[config.mk]
export PLATFORM = sky130hd
export DESIGN_NAME = drum_hit_sequencer_flat
export DESIGN_NICKNAME = d
export VERILOG_FILES = /design/src/rtl/drum_hit_sequencer_if.sv /design/src/rtl/drum_hit_sequencer.sv /design/src/flat_wrapper.sv
export SDC_FILE = /design/constraint.sdc
export NUM_CORES = 1
export LEC_CHECK = 0
export CORE_MARGIN = 1
export CORE_UTILIZATION = 47
export DETAILED_ROUTE_END_ITERATION = 7
export PLACE_DENSITY = 0.7
export SKIP_LAST_GASP = 1
export SYNTH_ARGS = -nofsm -noshare
export SYNTH_HDL_FRONTEND = slang
export SYNTH_SLANG_ARGS = --single-unit
[constraint.sdc]
create_clock -name clk -period 11.3 [get_ports clk]
set_input_delay 2.26 -clock clk [delete_from_list [all_inputs] [get_ports clk]]
set_output_delay 2.26 -clock clk [all_outputs]
set_load 0.02 [all_outputs]
[src/rtl/drum_hit_sequencer_if.sv]
// Control/sample bundle between the drum voice top level and the hit sequencer.
// The sequencer side uses the slave modport; the driver side uses master.
interface drum_hit_sequencer_if #(
    parameter int STEPS   = 16,
    parameter int TEMPO_W = 24,
    parameter int DECAY_W = 16
);
    localparam int SW = $clog2(STEPS);

    logic               run;
    logic [STEPS-1:0]   pattern;
    logic [TEMPO_W-1:0] tempo_div;
    logic [DECAY_W-1:0] decay_div;
    logic               trig;
    logic [7:0]         sample_in;
    logic [7:0]         sample_out;
    logic [7:0]         env;
    logic [SW-1:0]      step_idx;
    logic               step_tick;
    logic               voice_reset;
    logic               busy;

    modport master (
        output run, pattern, tempo_div, decay_div, trig, sample_in,
        input  sample_out, env, step_idx, step_tick, voice_reset, busy
    );

    modport slave (
        input  run, pattern, tempo_div, decay_div, trig, sample_in,
        output sample_out, env, step_idx, step_tick, voice_reset, busy
    );
endinterface

[src/rtl/drum_hit_sequencer.sv]
// 16-step drum hit sequencer with an ATTACK/DECAY amplitude envelope that
// scales the offset-binary voice sample before it leaves the chip.
module drum_hit_sequencer #(
    parameter int STEPS   = 16,
    parameter int TEMPO_W = 24,
    parameter int DECAY_W = 16
) (
    input  logic                  clk,
    input  logic                  reset_n,
    drum_hit_sequencer_if.slave   bus
);
    localparam int SW = $clog2(STEPS);

    localparam logic [SW-1:0]      STEP_ZERO  = SW'(0);
    localparam logic [SW-1:0]      STEP_ONE   = SW'(1);
    localparam logic [TEMPO_W-1:0] TEMPO_ZERO = TEMPO_W'(0);
    localparam logic [TEMPO_W-1:0] TEMPO_ONE  = TEMPO_W'(1);
    localparam logic [DECAY_W-1:0] DECAY_ZERO = DECAY_W'(0);
    localparam logic [DECAY_W-1:0] DECAY_ONE  = DECAY_W'(1);

    typedef enum logic [1:0] {
        ST_IDLE   = 2'd0,
        ST_ATTACK = 2'd1,
        ST_DECAY  = 2'd2
    } state_t;

    state_t             r_state;
    state_t             w_state_nxt;
    logic [TEMPO_W-1:0] r_tempo_cnt;
    logic [TEMPO_W-1:0] w_tempo_nxt;
    logic [SW-1:0]      r_step_idx;
    logic [SW-1:0]      w_step_nxt;
    logic [7:0]         r_env;
    logic [7:0]         w_env_nxt;
    logic [DECAY_W-1:0] r_decay_cnt;
    logic [DECAY_W-1:0] w_decay_nxt;
    logic [7:0]         r_sample_out;
    logic               r_step_tick;
    logic               r_voice_reset;

    logic               w_tick;
    logic               w_hit;
    logic [8:0]         w_att_sum;
    logic [15:0]        w_s_ext;
    logic [15:0]        w_e_ext;
    logic signed [15:0] w_prod;
    logic [7:0]         w_sample_nxt;

    // A tick fires on every counter wrap, including the very first run=1 clock.
    assign w_tick = bus.run & (r_tempo_cnt == TEMPO_ZERO);
    // Trig and a pattern hit in the same cycle collapse into a single hit.
    assign w_hit  = (w_tick & bus.pattern[r_step_idx]) | bus.trig;

    assign w_att_sum = {1'b0, r_env} + 9'd32;

    // Low 16 bits of the two's-complement product are exact because |s*env| < 2^15.
    assign w_s_ext      = {8'd0, bus.sample_in} - 16'd128;
    assign w_e_ext      = {8'd0, r_env};
    assign w_prod       = $signed(w_s_ext * w_e_ext);
    assign w_sample_nxt = 8'(w_prod >>> 8) + 8'h80;

    // Tempo divider and step pointer next-state; stopping rewinds both.
    always_comb begin
        w_tempo_nxt = r_tempo_cnt;
        w_step_nxt  = r_step_idx;
        if (!bus.run) begin
            w_tempo_nxt = TEMPO_ZERO;
            w_step_nxt  = STEP_ZERO;
        end else begin
            // >= keeps the counter bounded if tempo_div is lowered below it.
            if (r_tempo_cnt >= bus.tempo_div) begin
                w_tempo_nxt = TEMPO_ZERO;
            end else begin
                w_tempo_nxt = r_tempo_cnt + TEMPO_ONE;
            end
            if (w_tick) begin
                w_step_nxt = r_step_idx + STEP_ONE;
            end else begin
                w_step_nxt = r_step_idx;
            end
        end
    end

    // Tempo divider and step pointer registers.
    always_ff @(posedge clk or negedge reset_n) begin
        if (!reset_n) begin
            r_tempo_cnt <= TEMPO_ZERO;
            r_step_idx  <= STEP_ZERO;
        end else begin
            r_tempo_cnt <= w_tempo_nxt;
            r_step_idx  <= w_step_nxt;
        end
    end

    // Envelope FSM next-state: a hit always restarts ATTACK from the current level.
    always_comb begin
        w_state_nxt = r_state;
        w_env_nxt   = r_env;
        w_decay_nxt = r_decay_cnt;
        if (w_hit) begin
            w_state_nxt = ST_ATTACK;
            w_env_nxt   = r_env;
            w_decay_nxt = DECAY_ZERO;
        end else begin
            case (r_state)
                ST_IDLE: begin
                    w_env_nxt   = 8'd0;
                    w_decay_nxt = DECAY_ZERO;
                end
                ST_ATTACK: begin
                    w_decay_nxt = DECAY_ZERO;
                    if (w_att_sum >= 9'd255) begin
                        w_env_nxt   = 8'd255;
                        w_state_nxt = ST_DECAY;
                    end else begin
                        w_env_nxt = w_att_sum[7:0];
                    end
                end
                ST_DECAY: begin
                    if (r_env == 8'd0) begin
                        w_state_nxt = ST_IDLE;
                        w_decay_nxt = DECAY_ZERO;
                    end else if (r_decay_cnt >= bus.decay_div) begin
                        w_env_nxt   = r_env - 8'd1;
                        w_decay_nxt = DECAY_ZERO;
                        if (r_env == 8'd1) begin
                            w_state_nxt = ST_IDLE;
                        end else begin
                            w_state_nxt = ST_DECAY;
                        end
                    end else begin
                        w_decay_nxt = r_decay_cnt + DECAY_ONE;
                    end
                end
                default: begin
                    w_state_nxt = ST_IDLE;
                    w_env_nxt   = 8'd0;
                    w_decay_nxt = DECAY_ZERO;
                end
            endcase
        end
    end

    // Envelope FSM state, level and decay prescaler registers.
    always_ff @(posedge clk or negedge reset_n) begin
        if (!reset_n) begin
            r_state     <= ST_IDLE;
            r_env       <= 8'd0;
            r_decay_cnt <= DECAY_ZERO;
        end else begin
            r_state     <= w_state_nxt;
            r_env       <= w_env_nxt;
            r_decay_cnt <= w_decay_nxt;
        end
    end

    // Registered pulses and the enveloped sample.
    always_ff @(posedge clk or negedge reset_n) begin
        if (!reset_n) begin
            r_step_tick   <= 1'b0;
            r_voice_reset <= 1'b0;
            r_sample_out  <= 8'h80;
        end else begin
            r_step_tick   <= w_tick;
            r_voice_reset <= w_hit;
            r_sample_out  <= w_sample_nxt;
        end
    end

    assign bus.sample_out  = r_sample_out;
    assign bus.env         = r_env;
    assign bus.step_idx    = r_step_idx;
    assign bus.step_tick   = r_step_tick;
    assign bus.voice_reset = r_voice_reset;
    assign bus.busy        = (r_state != ST_IDLE);
endmodule

[src/flat_wrapper.sv]
// flat-port wrapper written by rule: the top's interface ports become plain ports
module drum_hit_sequencer_flat 
#(
    parameter int STEPS   = 16,
    parameter int TEMPO_W = 24,
    parameter int DECAY_W = 16
)
  (clk, reset_n, bus_run, bus_pattern, bus_tempo_div, bus_decay_div, bus_trig, bus_sample_in, bus_sample_out, bus_env, bus_step_idx, bus_step_tick, bus_voice_reset, bus_busy);
  drum_hit_sequencer_if #(.STEPS(STEPS), .TEMPO_W(TEMPO_W), .DECAY_W(DECAY_W)) bus_i ();
  input  logic clk;
  input  logic reset_n;
  input wire logic [$bits(bus_i.run)-1:0] bus_run;
  input wire logic [$bits(bus_i.pattern)-1:0] bus_pattern;
  input wire logic [$bits(bus_i.tempo_div)-1:0] bus_tempo_div;
  input wire logic [$bits(bus_i.decay_div)-1:0] bus_decay_div;
  input wire logic [$bits(bus_i.trig)-1:0] bus_trig;
  input wire logic [$bits(bus_i.sample_in)-1:0] bus_sample_in;
  output wire logic [$bits(bus_i.sample_out)-1:0] bus_sample_out;
  output wire logic [$bits(bus_i.env)-1:0] bus_env;
  output wire logic [$bits(bus_i.step_idx)-1:0] bus_step_idx;
  output wire logic [$bits(bus_i.step_tick)-1:0] bus_step_tick;
  output wire logic [$bits(bus_i.voice_reset)-1:0] bus_voice_reset;
  output wire logic [$bits(bus_i.busy)-1:0] bus_busy;
  assign bus_i.run = bus_run;
  assign bus_i.pattern = bus_pattern;
  assign bus_i.tempo_div = bus_tempo_div;
  assign bus_i.decay_div = bus_decay_div;
  assign bus_i.trig = bus_trig;
  assign bus_i.sample_in = bus_sample_in;
  assign bus_sample_out = bus_i.sample_out;
  assign bus_env = bus_i.env;
  assign bus_step_idx = bus_i.step_idx;
  assign bus_step_tick = bus_i.step_tick;
  assign bus_voice_reset = bus_i.voice_reset;
  assign bus_busy = bus_i.busy;
  drum_hit_sequencer #(.STEPS(STEPS), .TEMPO_W(TEMPO_W), .DECAY_W(DECAY_W)) u_core (.clk(clk), .reset_n(reset_n), .bus(bus_i));
endmodule
==> impl_metrics.prom <==
# TYPE chip_impl_metric gauge
chip_impl_info{name="outcome",value="completed"} 1
chip_impl_info{name="slowest_stage",value="fa_1"} 1
chip_impl_info{name="worstPathCellList",value="clkdlybuf4s50_1 -> nand2b_1 -> fa_1 -> fa_1 -> inv_1 -> fa_1 -> inv_1 -> fa_1 -> inv_1 -> ha_1 -> nand3_1 -> or4_1 -> o211ai_1 -> a31oi_1 -> xnor2_1"} 1
chip_impl_info{name="main_combinational_cell_family_by_area_after_synthesis",value="adder cells"} 1
chip_impl_metric{name="fin_worst_hold_slack",unit="ns"} 0.509
chip_impl_metric{name="post_synth_edffs",unit=""} 0
chip_impl_metric{name="synthAdderAreaFrac",unit="%"} 30.5
chip_impl_metric{name="cp_data_arrival_time",unit="ns"} 6.85
chip_impl_metric{name="drc_errors",unit=""} 0
chip_impl_metric{name="power.ir.vdd_worst",unit="mV"} 0.175
chip_impl_metric{name="fp.dieH",unit="um"} 121
chip_impl_metric{name="ys_ff_latch",unit=""} 64
chip_impl_info{name="critical_path_class",value="input port to flip-flop"} 1
chip_impl_metric{name="route.final.wire_length",unit="um"} 14100
chip_impl_metric{name="synthXorXnorAreaFrac",unit="%"} 7.50
chip_impl_metric{name="antenna_left",unit=""} 0
chip_impl_metric{name="syn-instance-count",unit=""} 731
chip_impl_info{name="cell_at_the_root_of_the_clock_tree",value="clkbuf_16"} 1
chip_impl_metric{name="finalNonFillerCells",unit=""} 1004
chip_impl_metric{name="drtIter0Drc",unit=""} 222
chip_impl_metric{name="final.setup.tns",unit="ns"} 0
chip_impl_metric{name="worst-slew-pin-transition",unit="ns"} 0.975
chip_impl_metric{name="drv_slew",unit=""} 0
chip_impl_metric{name="setup_violations",unit=""} 0
chip_impl_metric{name="final_worst_clock_skew",unit="ns"} 0.00635
chip_impl_metric{name="routed-via-count",unit=""} 5252
chip_impl_metric{name="total_instance_count_after_detailed_placement",unit=""} 988
chip_impl_metric{name="finalWeightedCongestion",unit=""} 0.818
chip_impl_metric{name="postCtsHoldBufs",unit=""} 0
chip_impl_metric{name="die_area",unit="sq um"} 14600
chip_impl_metric{name="global_route_wire_length_before_repair",unit="um"} 24900
chip_impl_info{name="synth_area_leaders",value="dfrtp_1 (24%), fa_1 (16%), ha_1 (14%), inv_1 (7.6%), and2_1 (3.9%)"} 1
chip_impl_info{name="end_kind",value="flip-flop"} 1
chip_impl_metric{name="synth_warnings",unit=""} 0
chip_impl_metric{name="start_util",unit="%"} 48.1
chip_impl_metric{name="cts.reportedPaths.clkPinSlew",unit="ns"} 0.06
chip_impl_info{name="list_of_most_frequent_post_synthesis_cells",value="inv_1 (134), ha_1 (76), dfrtp_1 (63), fa_1 (54), nand2_1 (48)"} 1
chip_impl_metric{name="place_ws",unit="ns"} 4.38
chip_impl_info{name="setup.worst_path.start_class",value="input port"} 1
chip_impl_metric{name="postSynthNetCount",unit=""} 929
chip_impl_metric{name="clock_tree.htree_level_count",unit=""} 3
chip_impl_metric{name="cap_violations",unit=""} 0
chip_impl_info{name="synth.most_common_cell",value="inv_1"} 1
chip_impl_metric{name="yosys-mux-area-fraction",unit="%"} 3.08
chip_impl_metric{name="antenna_found_initial",unit=""} 0
chip_impl_metric{name="layout_overhead_on_the_synthesized_area",unit="%"} 21.2
chip_impl_metric{name="pwr_density_cell",unit="nW/um^2"} 194
chip_impl_metric{name="synth_simple_gate_area_share",unit="%"} 18.3
chip_impl_metric{name="worst_skew_pair.late_latency",unit="ns"} 0.34
chip_impl_metric{name="via_per_inst",unit=""} 5.23
chip_impl_metric{name="cts_post_setup_buffers_inserted",unit=""} 0
chip_impl_metric{name="globalRouteTotalUtil",unit="%"} 21.1
chip_impl_metric{name="finalWorstSetupSlack",unit="ns"} 4.71
chip_impl_metric{name="post_synth_instance_area",unit="sq um"} 6650
chip_impl_metric{name="grt_start_max_net_pins",unit=""} 65
chip_impl_metric{name="die_x",unit="um"} 121
chip_impl_metric{name="portBuffers",unit=""} 90
chip_impl_metric{name="utilization",unit="%"} 58.3
chip_impl_info{name="hold_class",value="flip-flop to flip-flop"} 1
chip_impl_metric{name="p_leak",unit="nW"} 3.88
chip_impl_info{name="synth_top_area_cell",value="dfrtp_1"} 1
chip_impl_metric{name="number_of_buffers_inserted_during_clock_tree_synthesis",unit=""} 9
chip_impl_metric{name="timing.slew.headroom",unit="%"} 35.0
chip_impl_metric{name="synthDominantCellAreaShare",unit="%"} 23.7
chip_impl_metric{name="core_area",unit="sq um"} 13800
chip_impl_metric{name="core_rows",unit=""} 43
chip_impl_metric{name="fin_crit_sh",unit="%"} 58.3
chip_impl_metric{name="avgSynthCellArea",unit="sq um"} 9.10
chip_impl_metric{name="antenna-diode-count",unit=""} 0
chip_impl_metric{name="layout.nets",unit=""} 1017
chip_impl_metric{name="reg2reg_setup_slack",unit="ns"} 6.52
chip_impl_metric{name="cp_data_required_time",unit="ns"} 11.57
chip_impl_metric{name="drt_pass1_iterations",unit=""} 4
chip_impl_metric{name="post-dp-hpwl",unit="um"} 11100
chip_impl_metric{name="cp_slowest_stage_delay",unit="ns"} 0.62
chip_impl_metric{name="routed_wire_per_std_cell",unit="um"} 14.1
chip_impl_metric{name="hold_viol",unit=""} 0
chip_impl_metric{name="clock_tree.buffer_depth",unit=""} 2
chip_impl_metric{name="cts_num_sinks",unit=""} 64
chip_impl_info{name="path_common_cell",value="fa_1"} 1
chip_impl_metric{name="boundaryPins",unit=""} 91
chip_impl_metric{name="period_minus_slack",unit="ns"} 6.59
chip_impl_metric{name="layout-drive-gt1-share",unit="%"} 3.76
chip_impl_metric{name="gr-total-overflow",unit=""} 0
chip_impl_metric{name="cts_repair_resize_count",unit=""} 0
chip_impl_info{name="cts_tree",value="yes"} 1
chip_impl_info{name="ys_dominant_reg_cell",value="dfrtp_1"} 1
chip_impl_metric{name="ys_seq_area_share",unit="%"} 24.1
chip_impl_metric{name="async_sr_flop_fraction",unit="%"} 100
chip_impl_metric{name="synth_compound_gate_area_share",unit="%"} 8.03
chip_impl_metric{name="worst-path-max-fanout",unit=""} 8
chip_impl_metric{name="synth_cell_type_count",unit=""} 51
chip_impl_info{name="grt_setup_unrepaired",value="false"} 1
chip_impl_metric{name="maxClockFrequency",unit="MHz"} 152
chip_impl_metric{name="grt_pass1_vias",unit=""} 5574
==> critical path, delay by kind of cell <==
family | cells | cell delay, ns
xor gates and xnor gates | 1 | 0.16
and+or+nand+nor | 3 | 0.82
buffers and inverters | 4 | 0.67
AOI/OAI and AO/OA | 2 | 0.33
adders and majority gates | 5 | 2.59
==> worst paths after layout <==
kind	start	to	cells past startpoint
setup reg to reg	u_core.bus.env[2]$_DFFE_PN0P_	u_core.bus.sample_out[7]$_DFF_PN1_	14
hold reg to reg	u_core.r_tempo_cnt[0]$_DFF_PN0_	u_core.r_tempo_cnt[0]$_DFF_PN0_	1
max in group asynchronous	reset_n	u_core.bus.env[1]$_DFFE_PN0P_	2
setup / recovery	bus_sample_in[7]	u_core.bus.sample_out[7]$_DFF_PN1_	15
hold / removal	u_core.r_tempo_cnt[0]$_DFF_PN0_	u_core.r_tempo_cnt[0]$_DFF_PN0_	1
min in group asynchronous	reset_n	u_core.r_tempo_cnt[21]$_DFF_PN0_	2
==> routing by layer <==
layer	up-vias	share of wire (%)	track usage [%]
met5	-	0	0
met2	105	48	36.1
met1	2555	46	27.3
met3	18	4.9	4.32
li1	2574	-	-
met4	0	1.4	5.17
==> kinds of logic after synthesis <==
logic type / count (synthesis)
AO/OA/AOI/OAI: 80
XOR/XNOR: 57
adder cells (fa/ha/maj): 130
buffers and inverters: 149
flip-flops: 64
multiplexers: 15
AND/OR/NAND/NOR: 236
==> stage by stage <==
stage / power [mW] / instance area [sq um]
after floorplan: 1.01 / 6650
after global routing: 1.74 / 8060
final: 1.57 / 8060
after CTS: 1.59 / 8060
after global placement: 1.25 / 7730
after detailed placement: 1.27 / 7730
==> state kept, by name (all words and copies together), names as in the netlist <==
register                flops
u_core.r_tempo_cnt         24
u_core.r_decay_cnt         16
u_core.bus.env              8
u_core.bus.sample_out       8
u_core.bus.step_idx         4
u_core.r_state              2
u_core.bus.step_tick        1
u_core.bus.voice_reset      1
==> layout make-up <==
| class | instances | area, sq um |
|---|---|---|
| fill | 1174 | 5770 |
| multi-input combinational | 518 | 4490 |
| timing repair buffer | 92 | 911 |
| inverter | 134 | 503 |
| clock inverter | 6 | 90.1 |
| sequential | 64 | 1600 |
| tap | 180 | 225 |
| clock buffer | 10 | 239 |
==> layout by cell type, fill, tap and decap left out, drive strengths merged, types with 5 or more instances in the layout <==
cell           netlist  final
inv                134    135
clkdlybuf4s50        0     89
ha                  76     76
dfrtp               63     63
fa                  54     54
nand2               48     48
and2                42     42
nor2                40     40
nor3                30     30
xnor2               29     29
xor2                28     28
nand3               24     24
a21oi               19     19
o21ai               16     16
nand4               15     15
clkbuf              14     10
o21a                 8      8
nand2b               7      7
mux2i                7      7
nor2b                6      6
o211ai               6      6
and3                 6      6
a21o                 5      5
nor4                 5      5
==> where the power goes <==
group	internal [mW]	switching, mW	leakage, nW	total [mW]
sequential	0.268	0.0597	0.862	0.327
clock	0.200	0.105	0.159	0.305
combinational	0.422	0.513	2.86	0.935
total	0.890	0.677	3.88	1.57
Note: power is estimated with default switching activity, not from simulation.
